[src/rtl/dcmi_capture.sv]
// DCMI receive front-end: samples camera sync/data, decodes external or embedded
// framing, packs pixels into 32-bit words and manages snapshot/continuous capture.
module dcmi_capture #(
    parameter int DW     = 14,
    parameter int FCNT_W = 8
) (
    input  logic              clk,
    input  logic              rstn,
    input  logic              capture_en,
    input  logic              snapshot_mode,
    input  logic              embd_sync_en,
    input  logic              vsync_pol,
    input  logic              hsync_pol,
    input  logic [1:0]        data_bus_width,
    input  logic [7:0]        fsc,
    input  logic [7:0]        fec,
    input  logic [7:0]        lsc,
    input  logic [7:0]        lec,
    input  logic [7:0]        fsu,
    input  logic [7:0]        feu,
    input  logic [7:0]        lsu,
    input  logic [7:0]        leu,
    input  logic              vsync,
    input  logic              hsync,
    input  logic [DW-1:0]     data,
    output logic              out_valid,
    output logic [31:0]       out_data,
    output logic              out_last,
    output logic              frame_start,
    output logic              frame_end,
    output logic              line_end,
    output logic              sync_err,
    output logic              capture_en_clr,
    output logic [FCNT_W-1:0] frame_cnt
);
    typedef enum logic [1:0] {IDLE, WAIT_FS, FRAME} state_t;

    state_t        state_q;
    logic          vs_q, hs_q, vs_prev_q, hs_prev_q;
    logic [DW-1:0] dat_q;
    logic [1:0]    cpos_q, cpos_d;
    logic          cerr_q, cerr_d;
    logic          inline_q, inline_d;
    logic [31:0]   wbuf_q, wbuf_d;
    logic [2:0]    cnt_q, cnt_d;
    logic          ov_d, ol_d;
    logic [31:0]   od_d;

    logic          vact, hact, vact_p, hact_p, is_ff, code_xy, code_ok;
    logic          hit_fs, hit_fe, hit_ls, hit_le;
    logic          fs_ev, fe_ev, le_ev, pix_raw, pix, fe_now, in_frame, full;
    logic [7:0]    byte_s;
    logic [15:0]   px16;
    logic [2:0]    slot;

    function automatic logic [15:0] px_mask(input logic [15:0] d, input logic [1:0] w);
        case (w)
            2'd0:    return {8'd0, d[7:0]};
            2'd1:    return {6'd0, d[9:0]};
            2'd2:    return {4'd0, d[11:0]};
            default: return {2'd0, d[13:0]};
        endcase
    endfunction

    function automatic logic [31:0] pack_px(input logic [31:0] w, input logic [2:0] idx,
                                            input logic [15:0] px, input logic b8);
        logic [31:0] r;
        r = w;
        if (b8) begin
            case (idx[1:0])
                2'd0:    r[7:0]   = px[7:0];
                2'd1:    r[15:8]  = px[7:0];
                2'd2:    r[23:16] = px[7:0];
                default: r[31:24] = px[7:0];
            endcase
        end else if (idx[0]) begin
            r[31:16] = px;
        end else begin
            r[15:0] = px;
        end
        return r;
    endfunction

    function automatic logic code_hit(input logic [7:0] xy, input logic [7:0] code,
                                      input logic [7:0] mask);
        return (xy & mask) == (code & mask);
    endfunction

    always_comb begin
        vact   = (vs_q == vsync_pol);
        hact   = (hs_q == hsync_pol);
        vact_p = (vs_prev_q == vsync_pol);
        hact_p = (hs_prev_q == hsync_pol);
        byte_s = dat_q[7:0];
        is_ff  = (byte_s == 8'hFF);
        // cpos counts the bytes after an 0xFF marker; position 3 holds the XY code
        code_xy = embd_sync_en && (cpos_q == 2'd3);
        code_ok = code_xy && !cerr_q;
        hit_fs  = code_ok && code_hit(byte_s, fsc, fsu);
        hit_fe  = code_ok && !hit_fs && code_hit(byte_s, fec, feu);
        hit_ls  = code_ok && !hit_fs && !hit_fe && code_hit(byte_s, lsc, lsu);
        hit_le  = code_ok && !hit_fs && !hit_fe && !hit_ls && code_hit(byte_s, lec, leu);

        cpos_d = 2'd0;
        cerr_d = cerr_q;
        if (embd_sync_en) begin
            case (cpos_q)
                2'd0: cpos_d = is_ff ? 2'd1 : 2'd0;
                2'd1: begin cpos_d = 2'd2; cerr_d = (byte_s != 8'h00); end
                2'd2: begin cpos_d = 2'd3; cerr_d = cerr_q | (byte_s != 8'h00); end
                default: cpos_d = 2'd0;
            endcase
        end

        if (embd_sync_en) begin
            fs_ev   = hit_fs;
            fe_ev   = hit_fe;
            le_ev   = hit_le;
            pix_raw = inline_q && (cpos_q == 2'd0) && !is_ff;
        end else begin
            fs_ev   = vact && !vact_p;
            fe_ev   = !vact && vact_p;
            le_ev   = !hact && hact_p;
            pix_raw = vact && hact;
        end

        inline_d = inline_q;
        if (!embd_sync_en || !capture_en) inline_d = 1'b0;
        else if (hit_fs || hit_ls)        inline_d = 1'b1;
        else if (hit_le || hit_fe)        inline_d = 1'b0;

        in_frame = (state_q == FRAME);
        fe_now   = capture_en && in_frame && fe_ev;
        pix      = capture_en && pix_raw && !fe_now &&
                   (in_frame || ((state_q == WAIT_FS) && fs_ev));
    end

    // A completed word is held until the next pixel or frame end, so the
    // final word of a frame can be tagged with out_last.
    always_comb begin
        full   = (data_bus_width == 2'd0) ? (cnt_q == 3'd4) : (cnt_q == 3'd2);
        px16   = px_mask(16'(dat_q), data_bus_width);
        slot   = full ? 3'd0 : cnt_q;
        wbuf_d = wbuf_q;
        cnt_d  = cnt_q;
        ov_d   = 1'b0;
        od_d   = out_data;
        ol_d   = 1'b0;
        if (!capture_en) begin
            wbuf_d = 32'd0;
            cnt_d  = 3'd0;
        end else if (fe_now) begin
            if (cnt_q != 3'd0) begin
                ov_d = 1'b1;
                ol_d = 1'b1;
                od_d = wbuf_q;
            end
            wbuf_d = 32'd0;
            cnt_d  = 3'd0;
        end else if (pix) begin
            if (full) begin
                ov_d = 1'b1;
                od_d = wbuf_q;
            end
            wbuf_d = pack_px(full ? 32'd0 : wbuf_q, slot, px16, data_bus_width == 2'd0);
            cnt_d  = slot + 3'd1;
        end
    end

    always_ff @(posedge clk or negedge rstn) begin
        if (!rstn) begin
            state_q        <= IDLE;
            vs_q           <= 1'b0;
            hs_q           <= 1'b0;
            vs_prev_q      <= 1'b0;
            hs_prev_q      <= 1'b0;
            dat_q          <= '0;
            cpos_q         <= 2'd0;
            cerr_q         <= 1'b0;
            inline_q       <= 1'b0;
            wbuf_q         <= 32'd0;
            cnt_q          <= 3'd0;
            out_valid      <= 1'b0;
            out_data       <= 32'd0;
            out_last       <= 1'b0;
            frame_start    <= 1'b0;
            frame_end      <= 1'b0;
            line_end       <= 1'b0;
            sync_err       <= 1'b0;
            capture_en_clr <= 1'b0;
            frame_cnt      <= '0;
        end else begin
            vs_q           <= vsync;
            hs_q           <= hsync;
            dat_q          <= data;
            vs_prev_q      <= vs_q;
            hs_prev_q      <= hs_q;
            cpos_q         <= cpos_d;
            cerr_q         <= cerr_d;
            inline_q       <= inline_d;
            wbuf_q         <= wbuf_d;
            cnt_q          <= cnt_d;
            out_valid      <= ov_d;
            out_data       <= od_d;
            out_last       <= ol_d;
            frame_start    <= 1'b0;
            frame_end      <= 1'b0;
            line_end       <= 1'b0;
            capture_en_clr <= 1'b0;
            sync_err       <= capture_en && code_xy && cerr_q;
            if (!capture_en) begin
                state_q <= IDLE;
            end else begin
                case (state_q)
                    IDLE: state_q <= WAIT_FS;
                    WAIT_FS: begin
                        if (fs_ev) begin
                            state_q     <= FRAME;
                            frame_start <= 1'b1;
                        end
                    end
                    FRAME: begin
                        line_end <= le_ev;
                        if (fe_ev) begin
                            frame_end <= 1'b1;
                            frame_cnt <= frame_cnt + 1'b1;
                            if (snapshot_mode) begin
                                state_q        <= IDLE;
                                capture_en_clr <= 1'b1;
                            end else begin
                                state_q <= WAIT_FS;
                            end
                        end
                    end
                    default: state_q <= IDLE;
                endcase
            end
        end
    end
endmodule

[config.mk]
export PLATFORM = sky130hd
export DESIGN_NAME = dcmi_capture
export DESIGN_NICKNAME = d
export VERILOG_FILES = /design/src/rtl/dcmi_capture.sv
export SDC_FILE = /design/constraint.sdc
export NUM_CORES = 1
export LEC_CHECK = 0
export CORE_MARGIN = 4
export CORE_UTILIZATION = 58
export CTS_BUF_LIST = sky130_fd_sc_hd__clkbuf_8
export CTS_CLUSTER_DIAMETER = 80
export CTS_CLUSTER_SIZE = 40
export DETAILED_ROUTE_END_ITERATION = 7
export PLACE_DENSITY = 0.95
export SYNTH_ARGS = -nofsm -noshare
export SYNTH_HDL_FRONTEND = slang
export SYNTH_SLANG_ARGS = --single-unit
[constraint.sdc]
create_clock -name clk -period 4.9 [get_ports clk]
set_clock_uncertainty 0.2 [all_clocks]
set_input_delay 0.98 -clock clk [delete_from_list [all_inputs] [get_ports clk]]
set_output_delay 0.98 -clock clk [all_outputs]
set_load 0.02 [all_outputs]
==> impl_metrics.env, run 1 <==
export IMPL_outcome="finished clean"
export IMPL_post_route_min_period_ps=3780
export IMPL_die_w_um=115
export IMPL_vdd_drop_max_v=0.000144
export IMPL_rsz0062_at_grt="no"
export IMPL_cts_hold_fix_buffers=0
export IMPL_gpl_final_weighted_congestion=0.897
export IMPL_area_delta_synth_final_pct=21.3
export IMPL_p_leak_nw=3.25
export IMPL_postSynthNetCount=757
export IMPL_crit_arrival_ps=3830
export IMPL_antenna_violations_before_repair=0
export IMPL_worstSetupEndpointType="flip-flop"
export IMPL_slew_headroom_pct=14.3
export IMPL_yosys_most_used_dff="sky130_fd_sc_hd__dfrtp_1"
export IMPL_ctsHtreeMaxLevel=3
export IMPL_grtUsageTotal_pct=29.5
export IMPL_layout_core_utilization_pct=72.8
export IMPL_num_vias=6202
export IMPL_io_buffers=135
export IMPL_pin_count_of_the_biggest_net_entering_global_routing=81
export IMPL_synth_seq_cells=106
export IMPL_path_clk_slew_ps=110
export IMPL_initial_utilization_pct=60.0
export IMPL_hold_worst_slack_ps=247
export IMPL_synthCells=662
export IMPL_place_area_mm2=0.00782
export IMPL_detailedRoute_firstIterationViolations=877
export IMPL_netlist_top_cell_by_area="sky130_fd_sc_hd__dfrtp_1"
export IMPL_rows=38
export IMPL_num_antenna_cells=0
export IMPL_placed_cells=874
export IMPL_drive_gt1_share_pct=10.1
export IMPL_power_mw=1.65
export IMPL_synth_seq_area_share_pct=40.3
export IMPL_ff2ff_setup_slack_ps=1640
export IMPL_yosysWarnings=0
export IMPL_endpoint_required_time_on_the_critical_path_ps=4950
export IMPL_ys_async_sr_fraction_pct=100
export IMPL_cts_setup_buffers=0
export IMPL_total_negative_setup_slack_ps=0
export IMPL_via_per_inst=6.98
export IMPL_dp_final_hpwl_mm=12.4
export IMPL_power_density_mw_per_mm2=207
export IMPL_worst_path_max_fanout=33
export IMPL_cts_resized=0
export IMPL_first_pass_iters=6
export IMPL_tritoncts_buffer_count=9
export IMPL_wl_mm=19.1
export IMPL_vias_in_the_first_global_route=6123
export IMPL_synthDominantCellAreaShare_pct=40.3
export IMPL_worst_setup_path_start_kind="primary input"
export IMPL_synthesis_area_per_instance_um2=9.95
export IMPL_worstMarginPinSlew_ps=1280
export IMPL_global_route_overflow_total=0
export IMPL_setup_slack_ps=1120
export IMPL_cap_viol_max_count=0
export IMPL_synth_area_mm2=0.00659
export IMPL_final_net_count=840
export IMPL_detailedPlace_worstSlack_ps=761
export IMPL_cts_path_max_buffers=2
export IMPL_yosysMostFrequentCell="sky130_fd_sc_hd__dfrtp_1"
export IMPL_final_max_slew_violation_count=0
export IMPL_timing_final_setup_violations=0
export IMPL_grt_pass1_wl_mm=31.2
export IMPL_placeableCoreArea_mm2=0.0110
export IMPL_hold_path_class="reg2reg"
export IMPL_tritoncts="done"
export IMPL_clock_sink_count=106
export IMPL_insertion_delay_ps=380
export IMPL_finalCritPeriodShare_pct=77.1
export IMPL_max_clock_freq_ghz=0.265
export IMPL_die_height_um=115
export IMPL_post_route_drc_count=0
export IMPL_post_synth_num_cell_types=66
export IMPL_synth_top_cells_by_area="sky130_fd_sc_hd__dfrtp_1 40%, sky130_fd_sc_hd__o211ai_2 5.5%, sky130_fd_sc_hd__o2111ai_1 4.5%"
export IMPL_post_drt_wl_per_cell_um=21.5
export IMPL_design_die_area_mm2=0.0131
export IMPL_synth_edf_count=0
export IMPL_ioPinCount=136
export IMPL_final_cells=889
export IMPL_postLayoutCellArea_mm2=0.00800
export IMPL_drtAntennaViolNets=0
export IMPL_finalHoldViolCount=0
export IMPL_crit_type="in2reg"
export IMPL_synth_commonest_cells="106 x sky130_fd_sc_hd__dfrtp_1, 44 x sky130_fd_sc_hd__a21oi_1, 43 x sky130_fd_sc_hd__clkbuf_1"
export IMPL_cts_root_buffer="sky130_fd_sc_hd__clkbuf_8"
flip-flops by register name (all words and copies together), names as in the netlist:
name and flops:
out_data 32, inline_q 1, hs_prev_q 1, cerr_q 1
line_end 1, cnt_q 3, cpos_q 2, frame_end 1
vs_prev_q 1, out_valid 1, sync_err 1, vs_q 1
frame_start 1, out_last 1, wbuf_q 32, capture_en_clr 1
state_q 2, dat_q 14, hs_q 1, frame_cnt 8
path summary, 6_finish.rpt:
check / cells past startpoint / to / start
max in group asynchronous: 2 / wbuf_q[24] / rstn
setup reg to reg: 8 / out_data[0] / dat_q[6]
hold reg to reg: 0 / hs_prev_q / hs_q
hold / removal: 0 / hs_prev_q / hs_q
setup / recovery: 8 / out_data[0] / embd_sync_en
min in group asynchronous: 1 / dat_q[3] / rstn
logic make-up (layout without fill, tap and decap cells):
logic type | Yosys count | after routing | share of synthesized area [%]
compound gates | 237 | 237 | 29.5
simple gates | 173 | 173 | 14.8
flops | 106 | 106 | 40.3
buf+inv | 86 | 173 | 6.74
xor+xnor | 42 | 42 | 5.70
mux | 12 | 12 | 1.92
fa+ha+maj | 6 | 6 | 1.14
per-layer routing:
layer | global-route usage [%] | vias to the layer above | part of all wire (%)
li1 | - | 2715 | -
met1 | 40.2 | 2962 | 37
met2 | 45.2 | 445 | 46
met3 | 6.71 | 80 | 12
met4 | 12.9 | 0 | 4.2
met5 | 0 | - | 0
layout by cell type (no fill, tap or decap), types with 3 or more instances in the layout:
master / count
sky130_fd_sc_hd__o2111ai_1: 34
sky130_fd_sc_hd__o31ai_1: 32
sky130_fd_sc_hd__nand2_1: 37
sky130_fd_sc_hd__mux2i_1: 10
sky130_fd_sc_hd__a32o_1: 7
sky130_fd_sc_hd__clkbuf_8: 9
sky130_fd_sc_hd__a21o_1: 4
sky130_fd_sc_hd__xnor2_1: 7
sky130_fd_sc_hd__o21a_1: 3
sky130_fd_sc_hd__clkdlybuf4s50_1: 134
sky130_fd_sc_hd__o32ai_1: 3
sky130_fd_sc_hd__nor2b_1: 8
sky130_fd_sc_hd__or3b_1: 3
sky130_fd_sc_hd__nor2_1: 8
sky130_fd_sc_hd__nand2b_1: 6
sky130_fd_sc_hd__a22o_1: 5
sky130_fd_sc_hd__nand3_1: 38
sky130_fd_sc_hd__inv_1: 10
sky130_fd_sc_hd__dfrtp_1: 106
sky130_fd_sc_hd__a221oi_1: 8
sky130_fd_sc_hd__o211ai_2: 29
sky130_fd_sc_hd__a21oi_1: 43
sky130_fd_sc_hd__and2_1: 4
sky130_fd_sc_hd__and4_1: 3
sky130_fd_sc_hd__o211ai_1: 9
sky130_fd_sc_hd__and3_1: 4
sky130_fd_sc_hd__xor2_1: 34
sky130_fd_sc_hd__o21ai_0: 22
sky130_fd_sc_hd__ha_1: 6
sky130_fd_sc_hd__a22oi_1: 15
sky130_fd_sc_hd__nor3_1: 3
sky130_fd_sc_hd__nand3b_1: 5
sky130_fd_sc_hd__buf_4: 11
sky130_fd_sc_hd__nand4_1: 37
sky130_fd_sc_hd__a22oi_4: 4
sky130_fd_sc_hd__a211oi_1: 5
power breakdown:
part           switching (mW)  leakage (nW)  internal, mW
clock network           0.327        0.0920         0.191
registers              0.0276          1.43         0.885
logic                   0.110          1.73         0.112
worst max-delay path: stages:
cell and delay, ps:
sky130_fd_sc_hd__clkdlybuf4s50_1 750, sky130_fd_sc_hd__and4_1 260, sky130_fd_sc_hd__o21ai_1 70, sky130_fd_sc_hd__a211oi_1 460, sky130_fd_sc_hd__a21oi_4 320, sky130_fd_sc_hd__a211oi_4 280, sky130_fd_sc_hd__buf_4 490, sky130_fd_sc_hd__o211ai_1 180
final cells by class:
type | count | area, um^2
multi-input combinational | 470 | 3500
fill | 774 | 2990
sequential | 106 | 2650
timing repair buffer | 146 | 1440
tap | 140 | 175
clock buffer | 9 | 124
clock inverter | 6 | 51.3
inverter | 12 | 45.0
(Power assumes the default switching activity.)
==> inputs of run 2 (changes only) <==
CORE_UTILIZATION = 54   (was 58)
PLACE_DENSITY = 0.94   (was 0.95)
clock period = 3.65 ns   (was 4.9 ns; I/O delays follow)
==> impl_metrics.env, run 2 (same netlist as run 1, synthesis figures left out) <==
export IMPL_worst_path_max_fanout=27
export IMPL_first_pass_iters=6
export IMPL_layout_core_utilization_pct=67.9
export IMPL_finalCritPeriodShare_pct=84.0
export IMPL_insertion_delay_ps=370
export IMPL_gpl_final_weighted_congestion=0.937
export IMPL_io_buffers=135
export IMPL_finalHoldViolCount=0
export IMPL_timing_final_setup_violations=0
export IMPL_die_w_um=118
export IMPL_hold_path_class="in2async"
export IMPL_final_max_slew_violation_count=0
export IMPL_final_cell_mix="134 x sky130_fd_sc_hd__clkdlybuf4s50_1, 106 x sky130_fd_sc_hd__dfrtp_1, 43 x sky130_fd_sc_hd__a21oi_1"
export IMPL_final_cells=907
export IMPL_antenna_violations_before_repair=0
export IMPL_die_height_um=118
export IMPL_vias_in_the_first_global_route=5855
export IMPL_endpoint_required_time_on_the_critical_path_ps=3700
export IMPL_worst_setup_path_start_kind="primary input"
export IMPL_max_clock_freq_ghz=0.326
export IMPL_placed_cells=892
export IMPL_cts_setup_buffers=0
export IMPL_total_negative_setup_slack_ps=0
export IMPL_cts_path_max_buffers=2
export IMPL_via_per_inst=6.70
export IMPL_ioPinCount=136
export IMPL_slew_headroom_pct=29.2
export IMPL_setup_slack_ps=586
export IMPL_tritoncts_buffer_count=9
export IMPL_pin_count_of_the_biggest_net_entering_global_routing=68
export IMPL_postLayoutCellArea_mm2=0.00813
export IMPL_grt_pass1_wl_mm=30.1
export IMPL_post_route_drc_count=0
export IMPL_cts_resized=0
export IMPL_dp_final_hpwl_mm=13.2
export IMPL_initial_utilization_pct=55.1
export IMPL_post_drt_wl_per_cell_um=20.5
export IMPL_crit_type="in2reg"
export IMPL_rsz0062_at_grt="no"
export IMPL_largest_registers="out_data x32, wbuf_q x32, dat_q x14"
export IMPL_power_mw=2.22
export IMPL_num_antenna_cells=0
export IMPL_cts_hold_fix_buffers=0
export IMPL_wl_mm=18.6
export IMPL_final_net_count=851
export IMPL_drtAntennaViolNets=0
export IMPL_detailedPlace_worstSlack_ps=200
export IMPL_rows=40
export IMPL_placeableCoreArea_mm2=0.0120
export IMPL_cap_viol_max_count=0
export IMPL_outcome="finished clean"
export IMPL_post_route_min_period_ps=3060
export IMPL_power_density_mw_per_mm2=273
export IMPL_place_area_mm2=0.00795
export IMPL_ctsHtreeMaxLevel=3
export IMPL_hold_worst_slack_ps=170
export IMPL_clock_sink_count=106
export IMPL_tritoncts="done"
export IMPL_worstMarginPinSlew_ps=1060
export IMPL_crit_arrival_ps=3110
export IMPL_design_die_area_mm2=0.0140
export IMPL_num_vias=6076
export IMPL_vdd_drop_max_v=0.000220
export IMPL_grtUsageTotal_pct=26.0
export IMPL_cts_root_buffer="sky130_fd_sc_hd__clkbuf_8"
export IMPL_area_delta_synth_final_pct=23.3
export IMPL_worstSetupEndpointType="flip-flop"
export IMPL_detailedRoute_firstIterationViolations=707
export IMPL_path_clk_slew_ps=100
export IMPL_p_leak_nw=3.31
export IMPL_global_route_overflow_total=0
export IMPL_drive_gt1_share_pct=11.4
export IMPL_layout_cells_most_common="sky130_fd_sc_hd__clkdlybuf4s50_1"
==> run 2: cell types whose count changed in the layout (fill, tap and decap cells not counted) <==
cell | previous run | this run
sky130_fd_sc_hd__buf_12 | 1 | 4
sky130_fd_sc_hd__clkinv_4 | 2 | 1
sky130_fd_sc_hd__buf_4 | 11 | 19
sky130_fd_sc_hd__clkbuf_8 | 9 | 10
sky130_fd_sc_hd__inv_8 | 1 | 0
sky130_fd_sc_hd__clkinvlp_4 | 0 | 1
==> run 2: path summary, 6_finish.rpt <==
check / start / to / slack [ps] / cells past startpoint
max: fec[2] / wbuf_q[24] / 590 / 9
min: rstn / dat_q[11] / 170 / 1
max reg2reg: dat_q[5] / wbuf_q[24] / 660 / 8
min reg2reg: hs_q / hs_prev_q / 240 / 0
max in group asynchronous: rstn / out_data[4] / 2350 / 2
min in group clk: hs_q / hs_prev_q / 240 / 0
==> run 2: cell type report <==
type	count	area, um^2
Clock buffer	10	138
Clock inverter	5	38.8
Fill cell	873	3840
Inverter	12	45.0
Multi-Input combinational cell	470	3500
Sequential cell	106	2650
Tap cell	147	184
Timing Repair Buffer	157	1560
==> run 2: per-layer routing <==
layer	up-vias	GRT usage, %	routed length, um
li1	2737	-	-
met1	2919	36.1	7720
met2	371	40.1	8550
met3	49	6.27	1770
met4	0	9.05	556
met5	-	0	0
==> run 2: where the power goes <==
group	internal, mW	switching [mW]
logic	0.156	0.153
registers	1.19	0.0305
clock network	0.269	0.421
==> run 2: worst max-delay path, stage by stage <==
cell,delay (ps)
sky130_fd_sc_hd__clkdlybuf4s50_1,470
sky130_fd_sc_hd__xor2_1,170
sky130_fd_sc_hd__a22oi_1,200
sky130_fd_sc_hd__and4_1,350
sky130_fd_sc_hd__a31o_1,450
sky130_fd_sc_hd__nand2_2,260
sky130_fd_sc_hd__inv_2,160
sky130_fd_sc_hd__buf_12,190
sky130_fd_sc_hd__o32ai_1,110
==> inputs of run 3 (changes only) <==
CORE_UTILIZATION = 48   (was 54)
PLACE_DENSITY = 0.89   (was 0.94)
clock period = 2.5 ns   (was 3.65 ns; I/O delays follow)
==> impl_metrics.env, run 3 (same netlist as run 1, synthesis figures left out) <==
export IMPL_drtAntennaViolNets=0
export IMPL_wl_mm=20.2
export IMPL_antenna_violations_before_repair=0
export IMPL_vdd_drop_max_v=0.000258
export IMPL_pin_count_of_the_biggest_net_entering_global_routing=71
export IMPL_r2r_end="out_data[31]"
export IMPL_cp_depth=9
export IMPL_holdCritStartpoint="hs_q"
export IMPL_finalHoldViolCount=0
export IMPL_tritoncts_buffer_count=9
export IMPL_finalCritPeriodShare_pct=100
export IMPL_io_buffers=135
export IMPL_ff2ff_setup_slack_ps=10
export IMPL_largest_registers="out_data x32, wbuf_q x32, dat_q x14"
export IMPL_final_cell_mix="132 x sky130_fd_sc_hd__clkdlybuf4s50_1, 102 x sky130_fd_sc_hd__dfrtp_1, 79 x sky130_fd_sc_hd__buf_4"
export IMPL_grtUsageTotal_pct=24.0
export IMPL_timing_final_setup_violations=1
export IMPL_endpoint_required_time_on_the_critical_path_ps=2580
export IMPL_worst_path_max_fanout=7
export IMPL_setup_slack_ps=-0.534
export IMPL_final_cells=1017
export IMPL_die_w_um=125
export IMPL_tritoncts="done"
export IMPL_dp_final_hpwl_mm=13.8
export IMPL_p_leak_nw=3.78
export IMPL_post_drt_wl_per_cell_um=19.9
export IMPL_post_route_min_period_ps=2500
export IMPL_ioPinCount=136
export IMPL_power_mw=3.33
export IMPL_cp_endpoint="out_data[0]"
export IMPL_die_height_um=125
export IMPL_placed_cells=979
export IMPL_cp_slowest_cell="sky130_fd_sc_hd__clkdlybuf4s50_1"
export IMPL_detailedRoute_firstIterationViolations=850
export IMPL_area_delta_synth_final_pct=37.2
export IMPL_num_vias=6472
export IMPL_vias_in_the_first_global_route=6066
export IMPL_drive_gt1_share_pct=22.8
export IMPL_outcome="complete, but fails checks"
export IMPL_grt_pass1_wl_mm=30.7
export IMPL_num_antenna_cells=0
export IMPL_worst_setup_path_start_kind="primary input"
export IMPL_layout_core_utilization_pct=67.7
export IMPL_path_buf_inv=4
export IMPL_post_route_drc_count=0
export IMPL_global_route_overflow_total=0
export IMPL_placeableCoreArea_mm2=0.0133
export IMPL_timing_critical_path_mode_cell="sky130_fd_sc_hd__buf_4"
export IMPL_crit_type="in2reg"
export IMPL_worstSetupEndpointType="flip-flop"
export IMPL_design_die_area_mm2=0.0157
export IMPL_critical_path_reg2reg_startpoint="dat_q[0]"
export IMPL_ctsHtreeMaxLevel=3
export IMPL_slew_headroom_pct=46.0
export IMPL_cp_startpoint="data_bus_width[0]"
export IMPL_failed_checks="setup timing"
export IMPL_cts_root_buffer="sky130_fd_sc_hd__clkbuf_8"
export IMPL_layout_cells_most_common="sky130_fd_sc_hd__clkdlybuf4s50_1"
export IMPL_rsz0062_at_grt="yes"
export IMPL_max_clock_freq_ghz=0.400
export IMPL_critical_path_max_stage_delay_ps=460
export IMPL_cts_path_max_buffers=2
export IMPL_path_cells="clkdlybuf4s50_1 > inv_1 > ha_2 > or3b_1 > a21o_1 > a211oi_4 > buf_4 > buf_4 > o211ai_1"
export IMPL_hold_path_class="reg2reg"
export IMPL_reg2reg_depth=10
export IMPL_worstMarginPinSlew_ps=809
export IMPL_final_net_count=931
export IMPL_total_negative_setup_slack_ps=-0.534
export IMPL_power_density_mw_per_mm2=368
export IMPL_final_max_slew_violation_count=0
export IMPL_path_clk_slew_ps=100
export IMPL_cap_viol_max_count=0
export IMPL_first_pass_iters=6
export IMPL_detailedPlace_worstSlack_ps=-504
export IMPL_rows=42
export IMPL_initial_utilization_pct=49.4
export IMPL_timing_critical_path_max_delay_family="buffers and inverters"
export IMPL_clock_sink_count=106
export IMPL_gpl_final_weighted_congestion=0.900
export IMPL_insertion_delay_ps=400
export IMPL_crit_arrival_ps=2580
export IMPL_via_per_inst=6.36
[run 3: final cells by class]
cell class | instances | area [um^2]
clock buffers | 9 | 124
clock inverters | 7 | 51.3
fillers | 1000 | 4310
inverters | 12 | 45.0
multi-input cells | 470 | 3610
flip-flops and latches | 106 | 2660
well taps | 176 | 220
repair buffers | 237 | 2330
[run 3: power breakdown]
group / internal, mW / total, mW / switching, mW / leakage, nW
Combinational: 0.297 / 0.564 / 0.268 / 2.27
Sequential: 1.74 / 1.76 / 0.0272 / 1.43
Clock: 0.367 / 1.00 / 0.633 / 0.0860
Total: 2.40 / 3.33 / 0.928 / 3.78
[run 3: how the worst min path moves through the flow]
| stage | to | slack, ps | cells past startpoint |
|---|---|---|---|
| after floorplan | capture_en_clr | 4 | 0 |
| after global placement | hs_prev_q | 220 | 0 |
| after detailed placement | hs_prev_q | 220 | 0 |
| after CTS | hs_prev_q | 240 | 0 |
| after global routing | hs_prev_q | 270 | 0 |
| final | hs_prev_q | 240 | 0 |
[run 3: through the flow]
step / hold slack, ps / instance area, um^2
after floorplan: 4.41 / 6600
after global placement: 217 / 8510
after detailed placement: 220 / 8510
after CTS: 241 / 8700
after global routing: 268 / 9040
final: 240 / 9040
[run 3: routing by layer]
metal  up-vias  global-route usage (%)  share of wire, %
met5         -                       0                 0
met1      3111                    31.7                39
met2       407                    39.4                49
met4         0                    8.23               2.1
li1       2902                       -                 -
met3        52                    5.03                10
[run 3: repair_timing]
| item | in CTS | in global routing |
|---|---|---|
| cloned | 0 | 3 |
| buffers inserted | 0 | 18 |
| setup endpoints to repair | 42 | 68 |
| endpoints found under the hold margin | 34 | 0 |
| pin swaps | 0 | 13 |
| hold buffers | 1 | 0 |
| gates resized for setup | 3 | 38 |
